**src/rtl/ibex_pkg.sv**
```systemverilog
// rtl/ibex_pkg.sv - shared privilege, PMP configuration and PMP arbiter types
package ibex_pkg;

    typedef enum logic [1:0] {
        PRIV_LVL_U = 2'b00,
        PRIV_LVL_S = 2'b01,
        PRIV_LVL_H = 2'b10,
        PRIV_LVL_M = 2'b11
    } priv_lvl_e;

    typedef enum logic [1:0] {
        PMP_ACC_EXEC  = 2'b00,
        PMP_ACC_WRITE = 2'b01,
        PMP_ACC_READ  = 2'b10
    } pmp_req_e;

    typedef enum logic [1:0] {
        PMP_MODE_OFF   = 2'b00,
        PMP_MODE_TOR   = 2'b01,
        PMP_MODE_NA4   = 2'b10,
        PMP_MODE_NAPOT = 2'b11
    } pmp_cfg_mode_e;

    typedef struct packed {
        logic          lock;
        pmp_cfg_mode_e mode;
        logic          exec;
        logic          write;
        logic          read;
    } pmp_cfg_t;

    typedef struct packed {
        logic rlb;
        logic mmwp;
        logic mml;
    } pmp_mseccfg_t;

    typedef enum logic {
        PMP_ARB_RUN,
        PMP_ARB_FREEZE
    } pmp_arb_state_e;

endpackage

```
**src/rtl/ibex_pmp.sv**
```systemverilog
// rtl/ibex_pmp.sv - PMP access checker; lowest-numbered matching region decides
module ibex_pmp
    import ibex_pkg::*;
#(
    parameter int unsigned PMPGranularity = 0,
    parameter int unsigned PMPNumChan     = 1,
    parameter int unsigned PMPNumRegions  = 4
) (
    input  pmp_cfg_t     csr_pmp_cfg_i     [PMPNumRegions],
    input  logic [33:0]  csr_pmp_addr_i    [PMPNumRegions],
    input  pmp_mseccfg_t csr_pmp_mseccfg_i,
    input  priv_lvl_e    priv_mode_i       [PMPNumChan],
    input  logic [33:0]  pmp_req_addr_i    [PMPNumChan],
    input  pmp_req_e     pmp_req_type_i    [PMPNumChan],
    output logic         pmp_req_err_o     [PMPNumChan]
);

    // RLB only governs CSR writability, not the access check itself
    logic unused_rlb;
    assign unused_rlb = csr_pmp_mseccfg_i.rlb;

    // NAPOT: a pmpaddr bit is don't-care when every bit below it is set
    function automatic logic [33:0] napot_care(input logic [33:0] a);
        logic [33:0] care;
        logic        ones;
        care = '0;
        ones = 1'b1;
        for (int j = 2; j < 34; j++) begin
            care[j] = !ones && (j >= int'(PMPGranularity) + 2);
            ones    = ones & a[j];
        end
        return care;
    endfunction

    function automatic logic check_err(input priv_lvl_e priv, input logic [33:0] addr,
                                       input pmp_req_e acc);
        logic        matched, allow, hit, perm, is_m;
        logic [33:0] lo, care;
        matched = 1'b0;
        allow   = 1'b0;
        is_m    = (priv == PRIV_LVL_M);
        lo      = '0;
        for (int r = 0; r < int'(PMPNumRegions); r++) begin
            care = napot_care(csr_pmp_addr_i[r]);
            case (csr_pmp_cfg_i[r].mode)
                PMP_MODE_TOR:   hit = (addr >= lo) && (addr < csr_pmp_addr_i[r]);
                PMP_MODE_NA4:   hit = (addr[33:2] == csr_pmp_addr_i[r][33:2]);
                PMP_MODE_NAPOT: hit = ((addr ^ csr_pmp_addr_i[r]) & care) == '0;
                default:        hit = 1'b0;
            endcase
            case (acc)
                PMP_ACC_EXEC:  perm = csr_pmp_cfg_i[r].exec;
                PMP_ACC_WRITE: perm = csr_pmp_cfg_i[r].write;
                PMP_ACC_READ:  perm = csr_pmp_cfg_i[r].read;
                default:       perm = 1'b0;
            endcase
            if (hit && !matched) begin
                matched = 1'b1;
                if (csr_pmp_mseccfg_i.mml) begin
                    allow = perm && (csr_pmp_cfg_i[r].lock ? is_m : !is_m);
                end else begin
                    allow = perm || (is_m && !csr_pmp_cfg_i[r].lock);
                end
            end
            lo = csr_pmp_addr_i[r];
        end
        if (!matched) begin
            allow = is_m && !csr_pmp_mseccfg_i.mmwp
                    && !(csr_pmp_mseccfg_i.mml && acc == PMP_ACC_EXEC);
        end
        return !allow;
    endfunction

    always_comb begin
        for (int c = 0; c < int'(PMPNumChan); c++) begin
            pmp_req_err_o[c] = check_err(priv_mode_i[c], pmp_req_addr_i[c], pmp_req_type_i[c]);
        end
    end

endmodule

```
**src/rtl/ibex_pmp_arbiter.sv**
```systemverilog
// rtl/ibex_pmp_arbiter.sv - round-robin sharing of one PMP check channel, frozen across CSR writes
module ibex_pmp_arbiter
    import ibex_pkg::*;
#(
    parameter int unsigned PMPGranularity = 0,
    parameter int unsigned PMPNumRegions  = 4,
    parameter int unsigned NumReq         = 2
) (
    input  logic              clk_i,
    input  logic              rst_ni,
    input  pmp_cfg_t          csr_pmp_cfg_i     [PMPNumRegions],
    input  logic [33:0]       csr_pmp_addr_i    [PMPNumRegions],
    input  pmp_mseccfg_t      csr_pmp_mseccfg_i,
    input  logic              csr_pmp_wr_i,
    input  logic [NumReq-1:0] req_i,
    input  logic [33:0]       req_addr_i        [NumReq],
    input  pmp_req_e          req_type_i        [NumReq],
    input  priv_lvl_e         req_priv_i        [NumReq],
    output logic [NumReq-1:0] gnt_o,
    output logic [NumReq-1:0] rvalid_o,
    output logic              err_o,
    output logic              busy_o
);

    pmp_arb_state_e    r_state;
    pmp_arb_state_e    w_state_next;
    logic [NumReq-1:0] r_ptr;
    logic [NumReq-1:0] r_rvalid;
    logic              r_err;
    logic              w_arb_en;
    logic [NumReq-1:0] w_req_hi;
    logic [NumReq-1:0] w_gnt;
    logic [NumReq-1:0] w_ptr_next;
    logic [33:0]       w_chk_addr [1];
    pmp_req_e          w_chk_type [1];
    priv_lvl_e         w_chk_priv [1];
    logic              w_chk_err  [1];

    always_comb begin
        w_state_next = r_state;
        case (r_state)
            PMP_ARB_RUN:    if (csr_pmp_wr_i)  w_state_next = PMP_ARB_FREEZE;
            PMP_ARB_FREEZE: if (!csr_pmp_wr_i) w_state_next = PMP_ARB_RUN;
            default:        w_state_next = PMP_ARB_RUN;
        endcase
    end

    // Gating on rst_ni keeps grants off for the whole reset, not just after its first edge
    assign w_arb_en = rst_ni && (r_state == PMP_ARB_RUN) && !csr_pmp_wr_i;

    // Requests at or above the pointer win first; otherwise wrap to the lowest request
    assign w_req_hi = req_i & ~(r_ptr - NumReq'(1));

    always_comb begin
        w_gnt = '0;
        if (w_arb_en) begin
            if (|w_req_hi) begin
                w_gnt = w_req_hi & (~w_req_hi + NumReq'(1));
            end else begin
                w_gnt = req_i & (~req_i + NumReq'(1));
            end
        end
    end

    assign w_ptr_next = {w_gnt[NumReq-2:0], w_gnt[NumReq-1]};

    always_comb begin
        w_chk_addr[0] = '0;
        w_chk_type[0] = PMP_ACC_READ;
        w_chk_priv[0] = PRIV_LVL_U;
        for (int i = 0; i < int'(NumReq); i++) begin
            if (w_gnt[i]) begin
                w_chk_addr[0] = req_addr_i[i];
                w_chk_type[0] = req_type_i[i];
                w_chk_priv[0] = req_priv_i[i];
            end
        end
    end

    ibex_pmp #(
        .PMPGranularity (PMPGranularity),
        .PMPNumChan     (1),
        .PMPNumRegions  (PMPNumRegions)
    ) u_pmp (
        .csr_pmp_cfg_i     (csr_pmp_cfg_i),
        .csr_pmp_addr_i    (csr_pmp_addr_i),
        .csr_pmp_mseccfg_i (csr_pmp_mseccfg_i),
        .priv_mode_i       (w_chk_priv),
        .pmp_req_addr_i    (w_chk_addr),
        .pmp_req_type_i    (w_chk_type),
        .pmp_req_err_o     (w_chk_err)
    );

    always_ff @(posedge clk_i or negedge rst_ni) begin
        if (!rst_ni) begin
            r_state  <= PMP_ARB_RUN;
            r_ptr    <= NumReq'(1);
            r_rvalid <= '0;
            r_err    <= 1'b0;
        end else begin
            r_state  <= w_state_next;
            r_rvalid <= w_gnt;
            r_err    <= (|w_gnt) & w_chk_err[0];
            if (|w_gnt) begin
                r_ptr <= w_ptr_next;
            end
        end
    end

    assign gnt_o    = w_gnt;
    assign rvalid_o = r_rvalid;
    assign err_o    = r_err;
    assign busy_o   = (r_state == PMP_ARB_FREEZE);

endmodule

```
**config.mk**
```make
export PLATFORM = sky130hd
export DESIGN_NAME = ibex_pmp_arbiter
export DESIGN_NICKNAME = d
export VERILOG_FILES = /design/src/rtl/ibex_pkg.sv /design/src/rtl/ibex_pmp.sv /design/src/rtl/ibex_pmp_arbiter.sv
export SDC_FILE = /design/constraint.sdc
export NUM_CORES = 1
export LEC_CHECK = 0
export CORE_MARGIN = 4
export CORE_UTILIZATION = 42
export CTS_CLUSTER_DIAMETER = 40
export DETAILED_ROUTE_END_ITERATION = 6
export MAX_ROUTING_LAYER = met4
export PLACE_DENSITY = 0.83
export SETUP_SLACK_MARGIN = 0.05
export SLEW_MARGIN = 20
export SYNTH_ARGS = -nofsm -noshare
export SYNTH_HDL_FRONTEND = slang
export SYNTH_HIERARCHICAL = 1
export SYNTH_SLANG_ARGS = --single-unit
export TNS_END_PERCENT = 100
```
**constraint.sdc**
```tcl
create_clock -name clk_i -period 3.5 [get_ports clk_i]
set_input_delay 0.7 -clock clk_i [delete_from_list [all_inputs] [get_ports clk_i]]
set_output_delay 0.7 -clock clk_i [all_outputs]
set_load 0.02 [all_outputs]
```
; Yosys cells after proc, flatten, opt, wreduce, memory -nomap -nowiden
; Index checks and enable logic that the tools add are counted.
; Widths: inputs -> output; s select.
[op_classes]
addsub = 3
magnitude_cmp = 8
eq_ne = 19
n_mux = 34
n_bitwise = 136
n_reduce_logical = 167
[op_table]
columns = operator, n
row1 = $and 34x34->34, 4
row2 = $logic_not 1->1, 136
row3 = $logic_not 34->1, 4
row4 = $lt 34x34->1, 4
row5 = $xor 34x34->34, 4
row6 = $eq 32x32->1, 4
row7 = $and 1x1->1, 121
row8 = $ge 34x34->1, 3
row9 = $mux 34, 2
row10 = $ge 34x1->1 const B, 1
row11 = $pmux 1 s3, 8
row12 = $eq 2x2->1 const B, 10
row13 = $logic_and 1x1->1, 20
row14 = $mux 1, 18
row15 = $mux 2, 6
row16 = $eq 2x1->1 const B, 5
row17 = $and 2x2->2, 3
row18 = $not 2->2, 3
row19 = $add 2x1->2 const B, 2
row20 = $logic_or 1x1->1, 4
row21 = $reduce_or 2->1, 2
row22 = $logic_not 2->1, 1
row23 = $sub 2x1->2 const B, 1
row24 = $not 1->1, 1
[totals]
regBits = 6
output_inout_bits = 6
elab_cells = 371

; Logic depth before layout (Yosys ltp)
[depth]
depth_word = 47
ltp_mapped = 17

; By module
; The synthesis kept the hierarchy.
[modules_own_cells]
columns = module, n_inst, cells_per_inst, area_per_inst_um2
row1 = ibex_pmp, 1, 786, 5345.1
row2 = ibex_pmp_arbiter, 1, 198, 1251.2

; Least setup slack after synthesis
; No wires, ideal clock.
[synth_timing]
kind = in2reg
from = in req_i[1]
to = reg r_err, in the netlist err_o
arrival_ps = 3804
slack_ps = -425
cell_stages = 17
cell_sequence = buf_2 nand3b_4 buf_6 buf_6 and3_1 o21a_1 ha_1 and4_1 and2_1 nand3_1 nor2_1 or4_1 a2111oi_1 nor3_1 mux2i_1 a31oi_1 o211a_1
[synth_lines]
columns = item, line_no
row1 = "start, declared", ibex_pmp_arbiter.sv:15  ; input logic [NumReq-1:0] req_i,
row2 = "end signal, assigned", ibex_pmp_arbiter.sv:103  ; r_err <= (|w_gnt) & w_chk_err[0];
row3 = "end, declared", ibex_pmp_arbiter.sv:29  ; logic r_err;

==> metrics.csv <==
stage,metric,value,unit
status,outcome,finished with violations,
status,violations,setup timing,
yosys,async_flop_share,1.00,
sta,period_share,1.14,
yosys,avgSynthCellArea,6.70,µm²
setup_path,startpoint,req_addr_i[32],
setup_path,worst_setup_path_start_kind,input port,
detailed_routing,routed_via_density,6.35,
setup_path,crit_chain,"clkdlybuf4s50_1, nand2_2, a21oi_2, o21a_4, buf_12, ha_4, buf_4, a21oi_1, nand2_1, a221oi_2, o311a_1, nand2_1, a311oi_1, buf_4, o21ai_2, mux2i_1, a31oi_1, o211a_1",
grt,grt_usage,0.424,
yosys,syn_nets,1367,
grt,grt_use_met2,0.684,
yosys,synth_warnings,6,
grt,overflow,0,
pwr,cellLeakagePower,6.15,nW
setup_path,worstPathArrival,4.09,ns
yosys,synth_edf_count,0,
yosys,synthDominantCellAreaShare,0.264,
yosys,ys_ff_latch,6,
cts,cts_tree,yes,
die,core,15300,µm²
final_layout,regArea,153,µm²
sta,finalHoldViolations,0,
placed_design,io_buffers,248,
sta,worst_pin_slew,0.424,ns
placed_design,dp_hpwl,29100,µm
cts,htreeDepth,1,
grt,use_met1,0.479,
final_layout,area_growth,92.9,%
yosys,synth_ff_type,dfrtp_1,
cts,clkTransAtPathRegs,0.04,ns
detailed_routing,wl_per_cell,24.4,µm
detailed_routing,drtAntennaViolNets,0,
grt,first_global_vias,10400,
worst_hold_path,hold_path.class,input port to async pin,
detailed_routing,first_pass_iters,6,
sta,finalClockSkew,0.00216,ns
sta,fin_ws,-0.476,ns
die,start_util,0.431,
grt,grt_pass1_wl,58000,µm
grt,antenna_found_initial,2,
placed_design,gp_congestion,1.05,
yosys,yosysSeqAreaShare,0.0230,
cts,clock_path_buffers,2,
setup_path,reg2reg_to,err_o,
final_layout,design_area,12700,µm²
final_layout,fin_nets,1867,
setup_path,path_buf_inv,4,
setup_path,crit_end,err_o,
setup_path,slowest_delay,0.49,ns
sta,setup_tns,-0.476,ns
sta,finalSetupViolations,1,
flow_run,cap_violations,0,
yosys,synth_area_leaders,"ha_1, inv_1, a21oi_1",
detailed_routing,vias,10800,
sta,layout_min_cycle_time,3.98,ns
detailed_routing,routed_wirelength,41400,µm
setup_path,r2r_cells,19,
cts,cts_sinks,6,
setup_path,worstSetupPathDepth,18,
cts,cts_inserted_buffers,3,
pwr,powerDensity,168,nW/µm²
final_layout,fill_cells,960,
setup_path,path_class,input port to register,
setup_path,worstPathRequired,3.62,ns
setup_path,path_delay_family,compound AO/OA/AOI/OAI gates,
yosys,synth_area_leader_cell,ha_1,
cts,worstSkewPairLatency,0.24,ns
sta,whs,0.377,ns
setup_path,reg2reg_slack,-0.39,ns
sta,rsz0062_at_grt,true,
detailed_routing,drt-initial-drc-count,1328,
sta,slew_headroom,0.715,
yosys,synth_area,6600,µm²
pwr,ir_drop,0.209,mV
detailed_routing,drc_errors,0,
placed_design,place_area,11200,µm²
final_layout,multiInputGateArea,6770,µm²
setup_path,r2r-start,r_ptr[0],
yosys,netlist_instances,984,
die,die_h,133,µm
die,die_area,17800,µm²
die,ios,250,
grt,grt_max_degree,18,
setup_path,cp_max_fo,4,
cts,cts_root_buf,clkbuf_16,
setup_path,cp_slowest_cell,clkdlybuf4s50_1,
final_layout,drive_gt1_frac,0.295,
grt,grt_use_met3,0.0880,
sta,drv_slew,0,
die,fp-row-count,45,
grt,grt_busiest_layer,met2,
sta,fmax,251,MHz
setup_path,endpoint_kind,register,
yosys,synth.distinct_cells,76,
final_layout,final_core_util,0.831,
die,dieWidth,133,µm
## per-layer routing
layer	wire length (µm)	up-vias
met5	0	-
met4	3860	0
met3	4860	310
met2	18000	877
met1	14700	4901
li1	-	4690
## through the flow
stage          cells  total power (W)  setup slack, ns
3_3_place_gp    1659          0.00148            -1.19
4_1_cts         1685          0.00189           -0.151
3_5_place_dp    1659          0.00149            -1.23
2_1_floorplan    984         0.000727           -0.151
6_report        1696          0.00214           -0.476
5_1_grt         1696          0.00221           -0.638
## sequential cells by signal (all words and copies together) (netlist names)
| signal | count |
|---|---|
| err_o | 1 |
| busy_o | 1 |
| rvalid_o | 2 |
| r_ptr | 2 |
## repair_timing
action                     4_1_cts  5_1_grt
hold buffers                     0        0
setup buffers                   17       10
setup endpoints to repair        1        1
cloned                           6        0
pin swaps                       72       38
gates resized for setup        177       53
## area by class of cell
cell class,instances,share of cell area
inverters,154,0.0454
repair buffers,525,0.383
flip-flops and latches,6,0.0120
multi-input cells,794,0.532
diodes,2,0.000393
well taps,211,0.0207
clock buffers,4,0.00619
## cells in the mapped netlist (15+ instances only)
cell type    n
nand2_1     85
a21oi_1    101
ha_1       139
nor3_1      15
and3_1      49
nor2_1      44
o21a_1      41
nand4_1     37
a31oi_1     16
nor4_1      23
nand3_1     24
inv_1      153
o21ai_0     37
## how the worst min path moves through the flow
stage / start / end / slack (ns) / cells past startpoint
6_report: rst_ni / busy_o / 0.38 / 2
5_1_grt: rst_ni / busy_o / 0.39 / 2
4_1_cts: rst_ni / rvalid_o[0] / 0.39 / 2
2_1_floorplan: rst_ni / busy_o / 0.40 / 0
3_3_place_gp: r_ptr[0] / r_ptr[0] / 0.65 / 3
3_5_place_dp: r_ptr[0] / r_ptr[0] / 0.68 / 3
## cells by family (layout without fill, tap and decap cells)
| logic type | Yosys count | count (layout) | share of synthesized area |
|---|---|---|---|
| AOI/OAI and AO/OA | 303 | 303 | 0.300 |
| and+or+nand+nor | 343 | 345 | 0.290 |
| other | 0 | 2 | 0 |
| DFF | 6 | 6 | 0.0230 |
| muxes | 7 | 7 | 0.0108 |
| buffers and inverters | 186 | 683 | 0.112 |
| adders and majority gates | 139 | 139 | 0.264 |
## where the power goes
group / switching, W / total (W) / internal, W
clock: 0.0000512 / 0.000204 / 0.000152
sequential: 0.0000342 / 0.000121 / 0.0000869
combinational: 0.000890 / 0.00181 / 0.000921
## cells in the final DEF, fill, tap and decap left out, drive strengths merged, types with 6 or more instances in the layout
cell           count
a211oi            13
a21o              13
a21oi            101
a31oi             16
a32oi              8
and2              12
and3              50
and4              13
buf              279
clkdlybuf4s50    227
dlygate4sd2       11
dlymetal6s2s       6
ha               139
inv              154
mux2i              6
nand2             86
nand3             24
nand4             38
nor2              44
nor2b              6
nor3              16
nor4              27
o211ai            11
o21a              41
o21ai             41
o22ai             10
or3                7
or4                6
## worst reg2reg max path, cell delays in order (launching register included)
cell and delay [ns]:
dfstp_2 0.39, buf_4 0.15, nand3b_4 0.27, buf_4 0.22, and3_1 0.18, o21a_2 0.26, buf_4 0.17, ha_1 0.32
buf_4 0.14, a21oi_1 0.06, nor2_1 0.14, nand3_1 0.12, nor4_2 0.27, nand4_1 0.13, o32ai_2 0.24, buf_4 0.18
o21ai_2 0.06, mux2i_1 0.22, a31oi_1 0.11, o211a_1 0.15
(Power assumes the default switching activity.)
